### src/rtl/bnn_inference_sequencer.sv
// Inference sequencer for the BNN core: accepts one image per handshake,
// latches it for the core, drives the core clock-enable and start strobe,
// watches for completion with a watchdog and holds the result until acked.
module bnn_inference_sequencer #(
  parameter int IMG_BITS   = 900,
  parameter int CLK_DIV    = 4,
  parameter int TIMEOUT    = 4096,
  parameter int BLANK_CODE = 10
) (
  input  logic                clk,
  input  logic                rst_n,
  input  logic                img_valid,
  output logic                img_ready,
  input  logic [IMG_BITS-1:0] img_data,
  input  logic                abort,
  output logic [IMG_BITS-1:0] core_img,
  output logic                core_clk_en,
  output logic                core_start,
  input  logic                core_done,
  input  logic [3:0]          core_result,
  output logic                res_valid,
  output logic [3:0]          res_data,
  output logic                res_err,
  input  logic                res_ack,
  output logic                busy,
  output logic [15:0]         infer_count
);

  localparam logic [1:0] S_IDLE   = 2'd0;
  localparam logic [1:0] S_LAUNCH = 2'd1;
  localparam logic [1:0] S_RUN    = 2'd2;
  localparam logic [1:0] S_HOLD   = 2'd3;

  localparam int DIV_W = (CLK_DIV > 1) ? $clog2(CLK_DIV) : 1;
  localparam int WD_W  = $clog2(TIMEOUT + 1);
  localparam logic [DIV_W-1:0] DIV_LAST = DIV_W'(CLK_DIV - 1);
  localparam logic [WD_W-1:0]  WD_LAST  = WD_W'(TIMEOUT - 1);

  logic [1:0]       state;
  logic [1:0]       state_nx;
  logic [DIV_W-1:0] div;
  logic [WD_W-1:0]  wd;
  logic             in_core;
  logic             next_in_core;
  logic             accept;
  logic             blank;
  logic             run_done;
  logic             run_tmo;
  logic             hold_entry;

  // Saturating result counter increment.
  function automatic logic [15:0] sat_inc(input logic [15:0] v);
    return (v == 16'hFFFF) ? v : v + 16'd1;
  endfunction

  // Decode status outputs and the events that drive the state machine.
  always_comb begin
    in_core      = (state == S_LAUNCH) || (state == S_RUN);
    core_clk_en  = in_core && (div == '0);
    core_start   = (state == S_LAUNCH);
    img_ready    = (state == S_IDLE);
    busy         = (state != S_IDLE);
    res_valid    = (state == S_HOLD);
    accept       = img_ready && img_valid && !abort;
    blank        = (img_data == '0);
    run_done     = (state == S_RUN) && core_clk_en && core_done;
    run_tmo      = (state == S_RUN) && core_clk_en && !core_done && (wd == WD_LAST);
    hold_entry   = !abort && ((accept && blank) || run_done || run_tmo);
  end

  // Next-state logic; abort overrides every transition.
  always_comb begin
    state_nx = state;
    case (state)
      S_IDLE:   if (accept) state_nx = blank ? S_HOLD : S_LAUNCH;
      S_LAUNCH: if (core_clk_en) state_nx = S_RUN;
      S_RUN:    if (run_done || run_tmo) state_nx = S_HOLD;
      S_HOLD:   if (res_ack) state_nx = S_IDLE;
      default:  state_nx = S_IDLE;
    endcase
    if (abort) state_nx = S_IDLE;
    next_in_core = (state_nx == S_LAUNCH) || (state_nx == S_RUN);
  end

  // State register.
  always_ff @(posedge clk or negedge rst_n) begin
    if (!rst_n) state <= S_IDLE;
    else        state <= state_nx;
  end

  // Clock-enable divider: free-runs only while staying inside LAUNCH/RUN,
  // so it enters LAUNCH at zero and the first enable lands on that cycle.
  always_ff @(posedge clk or negedge rst_n) begin
    if (!rst_n)                        div <= '0;
    else if (!(in_core && next_in_core)) div <= '0;
    else if (div == DIV_LAST)          div <= '0;
    else                               div <= div + DIV_W'(1);
  end

  // Watchdog counts enable pulses in RUN that arrive without core_done.
  always_ff @(posedge clk or negedge rst_n) begin
    if (!rst_n)                                      wd <= '0;
    else if (abort)                                  wd <= '0;
    else if ((state == S_LAUNCH) && core_clk_en)     wd <= '0;
    else if ((state == S_RUN) && core_clk_en && !core_done && (wd != WD_LAST))
                                                     wd <= wd + WD_W'(1);
  end

  // Image register only changes on an accepted handshake.
  always_ff @(posedge clk or negedge rst_n) begin
    if (!rst_n)      core_img <= '0;
    else if (accept) core_img <= img_data;
  end

  // Result hold register; abort only clears the error flag, the code stays.
  always_ff @(posedge clk or negedge rst_n) begin
    if (!rst_n) begin
      res_data <= 4'h0;
      res_err  <= 1'b0;
    end else if (abort) begin
      res_err  <= 1'b0;
    end else if (accept && blank) begin
      res_data <= 4'(BLANK_CODE);
      res_err  <= 1'b0;
    end else if (run_done) begin
      res_data <= core_result;
      res_err  <= 1'b0;
    end else if (run_tmo) begin
      res_data <= 4'hF;
      res_err  <= 1'b1;
    end
  end

  // Count every result that actually reaches HOLD.
  always_ff @(posedge clk or negedge rst_n) begin
    if (!rst_n)          infer_count <= 16'h0000;
    else if (hold_entry) infer_count <= sat_inc(infer_count);
  end

endmodule

### config.mk
export PLATFORM = sky130hd
export DESIGN_NAME = bnn_inference_sequencer
export DESIGN_NICKNAME = d
export VERILOG_FILES = /design/src/rtl/bnn_inference_sequencer.sv
export SDC_FILE = /design/constraint.sdc
export NUM_CORES = 2
export LEC_CHECK = 0
export ABC_CLOCK_PERIOD_IN_PS = 6310
export CAP_MARGIN = 40
export CORE_AREA = 8 8 709 711
export CTS_BUF_LIST = sky130_fd_sc_hd__clkbuf_8
export CTS_CLUSTER_DIAMETER = 60
export DETAILED_ROUTE_END_ITERATION = 12
export DIE_AREA = 0 0 717 719
export PLACE_DENSITY = 0.32
export SYNTH_ARGS = -nofsm -noshare
export SYNTH_HDL_FRONTEND = slang
export SYNTH_SLANG_ARGS = --single-unit
### constraint.sdc
create_clock -name clk -period 6.31 [get_ports clk]
set_clock_uncertainty 0.2 [all_clocks]
set_input_delay 1.262 -clock clk [delete_from_list [all_inputs] [get_ports clk]]
set_output_delay 1.262 -clock clk [all_outputs]
set_load 0.03 [all_outputs]
==> impl_metrics.toml <==
[global_route]
first_global_vias = 43422
grt_max_degree = 119
grt_overflow = 0
grt_usage_pct = 15.8
antenna_found_initial = 267
grt_pass1_wl_mm = 529

[floorplanning]
rows = 258
start_util_pct = 7.60
dieArea_um2 = 516000
dieWidth_um = 717
core_area_um2 = 492000
die_y_um = 719
num_io_pins = 1836

[logic_synthesis]
async_flop_share_pct = 100
synthCells = 4317
syn_area_per_cell_um2 = 8.66
yosysUniqueCellTypes = 43
synth-seq-area-share_pct = 62.8
synth.area.top_cells = "dfrtp_1 63%, nand2_1 27%, nor4_1 4.0%"
ys_ff_latch = 938
synth_ff_type = "dfrtp_1"
netlist_area_um2 = 37400
yosys_warnings = 0
synth_top_area_share_pct = 62.8
synth_nets = 5236
synth_edf_count = 0
synth_area_leader_cell = "dfrtp_1"

[sta]
max_slew_margin_pct = 31.0
period_needed_ns = 5.69
worstMarginPinSlew_ns = 1.04
grt_setup_unrepaired = "no"
hold_viol_final = 0
drv_slew = 0
maxClockFrequency_mhz = 176
setup_tns_ns = 0
setup-violations-final = 0
min_period_over_period_pct = 90.2

[drt]
wl_per_cell_um = 32.5
viasPerCell = 3.20
drt_first_iter_violations = 3054
firstDrtPassIters = 5
routed_wl_mm = 425
detail-route-antenna-nets = 0
via_count = 41794
drc_errors = 0

[setup_path]
critPathRequiredTime_ns = 6.99
end_kind = "flip-flop"
start_kind = "input port"
r2r_setup_slack_ns = 0.86
arrival_ns = 6.38
worstSetupPathType = "in -> reg"
crit_path_max_fanout = 43

[pwr]
power_mw = 38.9
peakVddDrop_mv = 0.210
power_density_nw_per_um2 = 557
leakage_nw = 30.6

[final_layout]
stdcell_area_um2 = 69900
fin_cells = 13065
layout_common_cells = "2,713 x nand2_1, 1,830 x clkdlybuf4s50_1, 938 x dfrtp_1, 268 x clkbuf_8, 216 x nor4_1"
final_common_cell = "nand2_1"
final_nets = 7250
area_delta_synth_final_pct = 87.1
drive_gt1_share_pct = 7.94
fin_util_pct = 14.2

[cts]
htree_levels = 4
post-cts-setup-buffers = 0
clock-root-buffer = "clkbuf_8"
cts_tree = "yes"
path_clk_slew_ns = 0.05
clockBufferDepth = 4
cts_resized = 0
cts-hold-fix-buffers = 1
clkSinkCount = 938
clk_latency_ns = 0.97
cts_made_buffers = 220

[placed_design]
port_buffers = 1835
placed_cells = 12603
gp_congestion = 1.07
dpl.hpwl_mm = 369
place_area_um2 = 65000

[flow_run]
drv_cap = 0

[status]
run_status = "completed"

[hold_path]
min_path_type = "reg -> reg"
critical path: stages:
cell             delay [ns]
clkdlybuf4s50_1        0.73
and3b_4                0.47
buf_12                 0.31
nand4_1                0.65
nor4_1                 0.89
nand4_1                0.67
nor4_4                 0.54
buf_12                 0.21
buf_4                  0.14
o21a_1                 0.20
mux2i_1                0.23
metal layers:
metal  vias up  track usage, %  share of wire [%]  wire length [um]
met5         -               0               0.17               719
met4       110            5.59                4.3             18400
met3       780            6.18                8.8             37300
met2      2147            28.5                 51            215000
met1     20870            16.5                 36            154000
li1      17887               -                  -                 -
path summary, 6_finish.rpt:
| path | start | endpoint | cells after the start |
|---|---|---|---|
| max | abort | div[0] | 11 |
| min | core_img[204] | core_img[204] | 2 |
| max reg2reg | state[1] | div[0] | 12 |
| min reg2reg | core_img[204] | core_img[204] | 2 |
| max in group asynchronous | rst_n | core_img[816] | 3 |
| min in group asynchronous | rst_n | infer_count[15] | 2 |
where the power goes:
group | total [mW] | switching, mW | internal, mW
registers | 10.8 | 1.99 | 8.81
logic | 20.3 | 13.6 | 6.70
clock network | 7.86 | 3.46 | 4.40
synthesized netlist by cell type (all sizes together) (5+ instances only):
master  count
nand3      12
inv        12
nor4      238
nand4      63
nand2    2713
xor2        7
dfrtp     938
nor3        5
and3        6
xnor2      12
nor3b       5
a21oi       8
nor2       23
clkbuf    203
and4        5
ha          9
o21ai      12
state kept, by name, indices dropped and copies added, names as in the netlist:
| signal | cells |
|---|---|
| core_img | 900 |
| infer_count | 16 |
| wd | 13 |
| res_data | 4 |
| div | 2 |
| state | 2 |
| res_err | 1 |
cells by family (layout without fill, tap and decap cells):
kind of cell	Yosys count	count (layout)	synth area share, %
simple gates	3084	3084	33.3
flops	938	938	62.8
buf+inv	218	2397	2.20
other cells	0	69	0
mux	8	8	0.228
xor+xnor	19	19	0.445
fa+ha+maj	9	9	0.301
compound gates	41	41	0.706
per-stage QoR:
stage / setup slack (ns) / hold slack [ns]
after floorplan: 3.08 / 0.297
after global placement: -1.24 / 0.258
after detailed placement: -0.739 / 0.261
after CTS: 0.467 / 0.276
after global routing: 0.626 / 0.288
final: 0.618 / 0.269
final cells by class:
type | instances | area, um^2
diodes | 69 | 173
clock buffers | 268 | 3690
clock inverters | 119 | 953
fillers | 56051 | 422000
inverters | 13 | 48.8
multi-input cells | 3161 | 13300
flip-flops and latches | 938 | 23500
well taps | 6500 | 8130
repair buffers | 1997 | 20200
No activity file was read; power rests on OpenSTA's default activity.
